`src/rtl/exp_2_ctrl_pkg.sv`:
```
// Shared definitions for the exp_2 softmax controller: FSM state encoding,
// accumulator guard width and element index width.
package exp_2_ctrl_pkg;

  typedef enum logic [1:0] {
    IDLE  = 2'd0,
    ISSUE = 2'd1,
    DRAIN = 2'd2,
    DONE  = 2'd3
  } state_e;

  // Extra accumulator headroom: up to 16 results, each below 1.0.
  localparam int SUM_GUARD_BITS = 4;

  // Width of out_index_o; supports vectors of up to 16 elements.
  localparam int IDX_W = 4;

endpackage

```
`src/rtl/exp_2_ctrl.sv`:
```
// exp_2_ctrl: sequences one softmax vector through an external exp_2
// datapath. Samples are forwarded one registered stage after acceptance,
// returning results are re-indexed, forwarded and summed, and the final sum
// is presented for one cycle in DONE.
// Optional feature: define EXP_2_CTRL_TIMEOUT_EN to add a DRAIN watchdog that
// forces DONE with error_o=1 when results stop arriving.
module exp_2_ctrl
  import exp_2_ctrl_pkg::*;
#(
  parameter int data_size      = 32,
  parameter int number_of_data = 10,
  parameter int timeout_cycles = 16
) (
  input  logic                              clock_i,
  input  logic                              reset_i,
  input  logic                              start_i,
  input  logic [data_size-1:0]              in_data_i,
  input  logic                              in_valid_i,
  output logic                              in_ready_o,
  output logic [data_size-1:0]              exp_2_data_o,
  output logic                              exp_2_data_valid_o,
  input  logic [data_size-1:0]              exp_2_result_i,
  input  logic                              exp_2_result_valid_i,
  output logic [data_size-1:0]              out_data_o,
  output logic [IDX_W-1:0]                  out_index_o,
  output logic                              out_valid_o,
  output logic [data_size+SUM_GUARD_BITS-1:0] sum_o,
  output logic                              sum_valid_o,
  output logic                              busy_o,
  output logic                              error_o
);

  localparam int SUM_W = data_size + SUM_GUARD_BITS;
  // One extra bit so the counters can represent number_of_data itself.
  localparam int CNT_W = IDX_W + 1;
  localparam logic [CNT_W-1:0] CNT_LAST = CNT_W'(number_of_data - 1);

  state_e             state_q;
  logic [CNT_W-1:0]   issue_cnt_q;
  logic [CNT_W-1:0]   ret_cnt_q;
  logic [SUM_W-1:0]   acc_q;
  logic [SUM_W-1:0]   acc_d;
  logic [SUM_W-1:0]   sum_q;
  logic               sum_valid_q;
  logic [data_size-1:0] exp_2_data_q;
  logic               exp_2_valid_q;
  logic [data_size-1:0] out_data_q;
  logic [IDX_W-1:0]   out_index_q;
  logic               out_valid_q;

  logic accept;
  logic result_take;
  logic issue_last;
  logic ret_last;

  assign accept      = in_valid_i & (state_q == ISSUE);
  assign result_take = exp_2_result_valid_i & ((state_q == ISSUE) | (state_q == DRAIN));
  assign issue_last  = accept & (issue_cnt_q == CNT_LAST);
  assign ret_last    = result_take & (ret_cnt_q == CNT_LAST);
  // Accumulator value including this cycle's result, so the final sum is
  // captured in the same edge that enters DONE.
  assign acc_d = acc_q + (result_take ? {{SUM_GUARD_BITS{1'b0}}, exp_2_result_i} : '0);

  assign in_ready_o         = (state_q == ISSUE);
  assign busy_o             = (state_q != IDLE);
  assign exp_2_data_o       = exp_2_data_q;
  assign exp_2_data_valid_o = exp_2_valid_q;
  assign out_data_o         = out_data_q;
  assign out_index_o        = out_index_q;
  assign out_valid_o        = out_valid_q;
  assign sum_o              = sum_q;
  assign sum_valid_o        = sum_valid_q;

`ifdef EXP_2_CTRL_TIMEOUT_EN
  localparam int WD_W = $clog2(timeout_cycles + 1);
  logic [WD_W-1:0] wd_q;
  logic            error_q;
  logic            timeout_hit;

  assign timeout_hit = (state_q == DRAIN) & (wd_q == WD_W'(timeout_cycles - 1)) & ~ret_last;
  assign error_o     = error_q;

  // Watchdog: counts cycles spent in DRAIN, cleared in every other state.
  always_ff @(posedge clock_i or posedge reset_i) begin
    if (reset_i) begin
      wd_q <= '0;
    end else if (state_q == DRAIN) begin
      wd_q <= wd_q + 1'b1;
    end else begin
      wd_q <= '0;
    end
  end
`else
  logic unused_timeout;
  assign unused_timeout = (timeout_cycles != 0);
  assign error_o        = 1'b0;
`endif

  // FSM plus all registered datapath outputs, counters and accumulator.
  always_ff @(posedge clock_i or posedge reset_i) begin
    if (reset_i) begin
      state_q       <= IDLE;
      issue_cnt_q   <= '0;
      ret_cnt_q     <= '0;
      acc_q         <= '0;
      sum_q         <= '0;
      sum_valid_q   <= 1'b0;
      exp_2_data_q  <= '0;
      exp_2_valid_q <= 1'b0;
      out_data_q    <= '0;
      out_index_q   <= '0;
      out_valid_q   <= 1'b0;
`ifdef EXP_2_CTRL_TIMEOUT_EN
      error_q       <= 1'b0;
`endif
    end else begin
      // NOTE: non-blocking assignments throughout, and a later assignment to
      // the same register in this block (the FSM case below) takes priority.
      exp_2_valid_q <= accept;
      if (accept) begin
        exp_2_data_q <= in_data_i;
        issue_cnt_q  <= issue_cnt_q + 1'b1;
      end
      out_valid_q <= result_take;
      if (result_take) begin
        out_data_q  <= exp_2_result_i;
        out_index_q <= ret_cnt_q[IDX_W-1:0];
        ret_cnt_q   <= ret_cnt_q + 1'b1;
        acc_q       <= acc_d;
      end
      sum_valid_q <= 1'b0;
`ifdef EXP_2_CTRL_TIMEOUT_EN
      error_q     <= 1'b0;
`endif

      case (state_q)
        IDLE: begin
          if (start_i) begin
            issue_cnt_q <= '0;
            ret_cnt_q   <= '0;
            acc_q       <= '0;
            sum_q       <= '0;
            state_q     <= ISSUE;
          end
        end
        ISSUE: begin
          if (ret_last) begin
            sum_q       <= acc_d;
            sum_valid_q <= 1'b1;
            state_q     <= DONE;
          end else if (issue_last) begin
            state_q <= DRAIN;
          end
        end
        DRAIN: begin
          if (ret_last) begin
            sum_q       <= acc_d;
            sum_valid_q <= 1'b1;
            state_q     <= DONE;
          end
`ifdef EXP_2_CTRL_TIMEOUT_EN
          else if (timeout_hit) begin
            sum_q       <= acc_d;
            sum_valid_q <= 1'b1;
            error_q     <= 1'b1;
            state_q     <= DONE;
          end
`endif
        end
        DONE: begin
          state_q <= IDLE;
        end
        default: begin
          state_q <= IDLE;
        end
      endcase
    end
  end

endmodule

```
`config.mk`:
```
export PLATFORM = sky130hd
export DESIGN_NAME = exp_2_ctrl
export DESIGN_NICKNAME = d
export VERILOG_FILES = /design/src/rtl/exp_2_ctrl_pkg.sv /design/src/rtl/exp_2_ctrl.sv
export SDC_FILE = /design/constraint.sdc
export NUM_CORES = 1
export LEC_CHECK = 0
export BUFFER_PORTS_ARGS = -buffer_cell sky130_fd_sc_hd__buf_4
export CORE_UTILIZATION = 45
export DETAILED_ROUTE_END_ITERATION = 7
export GPL_TIMING_DRIVEN = 0
export MAX_ROUTING_LAYER = met4
export PLACE_DENSITY_LB_ADDON = 0.1
export RECOVER_POWER = 50
export SLEW_MARGIN = 15
export SYNTH_ARGS = -nofsm -noshare
export SYNTH_HDL_FRONTEND = slang
export SYNTH_SLANG_ARGS = --single-unit
export TNS_END_PERCENT = 1
```
`constraint.sdc`:
```
create_clock -name clock_i -period 11.95 [get_ports clock_i]
set_input_delay 2.39 -clock clock_i [delete_from_list [all_inputs] [get_ports clock_i]]
set_output_delay 2.39 -clock clock_i [all_outputs]
set_load 0.005 [all_outputs]
```
==> results.sh <==
export IMPL_status="complete, but fails checks"
export IMPL_violations="max-capacitance violations, max-slew violations"
export IMPL_period_share=0.4720
export IMPL_synth_net_count=1007
export IMPL_crit_fanout=10
export IMPL_crit_arrival_ns=5.94
export IMPL_slowest_delay_ns=0.67
export IMPL_grt_max_degree=98
export IMPL_worstPathRequired_ns=12.24
export IMPL_dr_pass1_iters=5
export IMPL_hpwlAfterDp_um=16650
export IMPL_p_leak_nw=5.288
export IMPL_gp_congestion=0.9188
export IMPL_ys_seq_area_frac=0.4750
export IMPL_synth_seq_cells=155
export IMPL_critPathTopFamily="compound AO/OA/AOI/OAI gates"
export IMPL_antenna_found_initial=0
export IMPL_grt_overflow_total=0
export IMPL_clock_latency_ns=0.44
export IMPL_slew_viol_final=59
export IMPL_worst_pin_slew_ns=2.710
export IMPL_synth_edf_count=0
export IMPL_cts_resized=0
export IMPL_wl_um=22670
export IMPL_fmaxAchievable_mhz=177.3
export IMPL_track_usage=0.2646
export IMPL_rsz0062_at_grt="no"
export IMPL_yosys_top_cells_area="dfrtp_1 48%, nand2_1 9.4%, ha_1 6.1%, a21oi_1 4.0%, a21o_1 3.3%"
export IMPL_num_io_pins=179
export IMPL_yosysTopAreaCell="dfrtp_1"
export IMPL_power_density_nw_per_um2=255.3
export IMPL_fp_dieW_um=136.7
export IMPL_vdd_drop_max_mv=0.1445
export IMPL_area_growth_pct=26.89
export IMPL_start_util=0.4656
export IMPL_first_global_vias=7141
export IMPL_synth_top_area_share=0.4750
export IMPL_holdBufCountCts=0
export IMPL_cts_tree="built"
export IMPL_fin_worst_skew_ns=0.006444
export IMPL_port_buffers=177
export IMPL_total_power_w=0.002646
export IMPL_clkSinkCount=155
export IMPL_num_rows=48
export IMPL_cts_buffers=17
export IMPL_dieArea_sq_um=18690
export IMPL_h_tree_depth=4
export IMPL_async_reset_ff_frac=1.000
export IMPL_final_layout_size_suffix_gt1_frac=0.2069
export IMPL_max_cap_violations=1
export IMPL_ys_types=65
export IMPL_clkTransAtPathRegs_ns=0.07
export IMPL_chipHeight_um=136.7
export IMPL_yosysWarningCount=0
export IMPL_cts_buffer_depth=2
export IMPL_critPathCaptureType="flop"
export IMPL_final_hold_viol_count=0
export IMPL_via_count=7102
export IMPL_finalCriticalPeriod_ns=5.641
export IMPL_syn_area_per_cell_sq_um=9.103
export IMPL_core_area_sq_um=17540
export IMPL_setup_viol=0
export IMPL_synth_cells=897
export IMPL_routed_via_density=5.332
export IMPL_drtIter0Drc=522
export IMPL_critical_path_class="in -> reg"
export IMPL_ant_nets=0
export IMPL_grt_pass1_wl_um=36550
export IMPL_worst_path_buf_inv=2
export IMPL_path_cells="clkbuf_1 > clkbuf_1 > and3_1 > ha_1 > a21oi_1 > a2111oi_0 > nor2_1 > a21oi_1 > o21ai_1 > o21ai_1 > mux2i_1 > o221ai_1"
export IMPL_ctsRootBufferMaster="clkbuf_16"
export IMPL_postCtsSetupRepairBufs=0
export IMPL_hold_path_class="reg -> reg"
export IMPL_routedWlPerCell_um=17.02
export IMPL_slew_headroom=-0.8166
export IMPL_crit_path_start_kind="input pin"
export IMPL_synth_common_cells="204 x nand2_1, 155 x dfrtp_1, 66 x a21oi_1"
export IMPL_syn_area_sq_um=8165
export IMPL_setup_tns_ns=0
export IMPL_synth_ff_type="dfrtp_1"
export IMPL_diodes=0
export IMPL_yosysMostFrequentCell="nand2_1"
export IMPL_drc=0
export IMPL_timing_hold_ws_ns=0.4739
export IMPL_nNetsFinal=1204
export IMPL_cp_slowest_cell="a2111oi_0"
stage by stage:
step	instances	instance area (sq um)	util	setup WS [ns]
floorplan	897	8165	-	5.382
global placement	1299	9776	0.5574	3.451
detailed placement	1300	9811	0.5594	6.053
CTS	1332	10400	0.5931	6.508
global route	1332	10360	0.5908	5.960
finish	1332	10360	0.5908	6.309
cell families after synthesis:
kind of cell    count (synthesis)  synth area share
simple gates                  362            0.1952
compound gates                226            0.1860
flops                         155            0.4750
buf+inv                        74           0.03815
fa+ha+maj                      41           0.06375
xor+xnor                       35           0.03754
mux                             3          0.003831
other cells                     1         0.0004593
routing by layer:
| layer | part of all wire | global-route usage | vias to the layer above |
|---|---|---|---|
| met4 | 0.024 | 0.09630 | 0 |
| met2 | 0.46 | 0.4106 | 209 |
| li1 | - | - | 3508 |
| met1 | 0.46 | 0.3451 | 3350 |
| met3 | 0.052 | 0.04889 | 35 |
| met5 | 0 | - | - |
path summary, 6_finish.rpt:
path	startpoint	endpoint	slack, ns	cells after the start
max in group asynchronous	reset_i	ret_cnt_q[3]$_DFF_PP0_	7.96	3
hold reg to reg	out_data_o[22]$_DFFE_PP0N_	out_data_o[22]$_DFFE_PP0N_	0.47	1
setup / recovery	exp_2_result_valid_i	sum_o[35]$_DFFE_PP0P_	6.31	12
min in group asynchronous	reset_i	out_data_o[9]$_DFFE_PP0N_	2.71	2
setup reg to reg	state_q[0]$_DFFE_PP0P_	sum_o[35]$_DFFE_PP0P_	7.28	14
hold / removal	out_data_o[22]$_DFFE_PP0N_	out_data_o[22]$_DFFE_PP0N_	0.47	1
layout make-up:
class                      instances  area [sq um]
timing repair buffer             178          1323
buffer                            54         236.5
clock inverter                    15         165.2
clock buffer                      17         425.4
inverter                          20         76.32
multi-input combinational        668          3975
sequential                       155          3879
fill                            1647          7176
tap                              225         281.5
power by group:
part           leakage [nW]  internal (W)  switching, W
Combinational          2.99      0.000522      0.000729
Sequential             2.01      0.000725      0.000119
Clock                 0.292      0.000299      0.000252
Total                  5.29       0.00155       0.00110
sequential cells by signal, indices dropped and copies added, names as in the netlist:
register and flops:
exp_2_data_valid_o 1, exp_2_data_o 32, out_index_o 4, state_q 2, issue_cnt_q 5, sum_o 36
out_valid_o 1, acc_q 36, out_data_o 32, sum_valid_o 1, ret_cnt_q 5
layout by cell type (no fill, tap or decap), types with 3 or more instances in the layout:
master	instances
a31oi_1	4
clkbuf_16	17
a21oi_1	66
a22o_1	19
a21o_1	36
o21bai_1	8
inv_6	11
xor2_1	11
nor2_1	54
o21ai_1	11
ha_1	40
xnor2_1	24
or3_1	5
buf_1	9
dfrtp_1	155
buf_2	5
o21ai_0	35
nand2_1	204
nand3_1	15
inv_1	19
a2111oi_0	3
clkbuf_1	41
buf_4	134
a211oi_1	5
and3_1	38
o211ai_1	7
nor3_1	16
nand2b_1	4
clkbuf_4	41
nand4_1	14
o211a_1	3
Power figures use the tool's default switching activity.
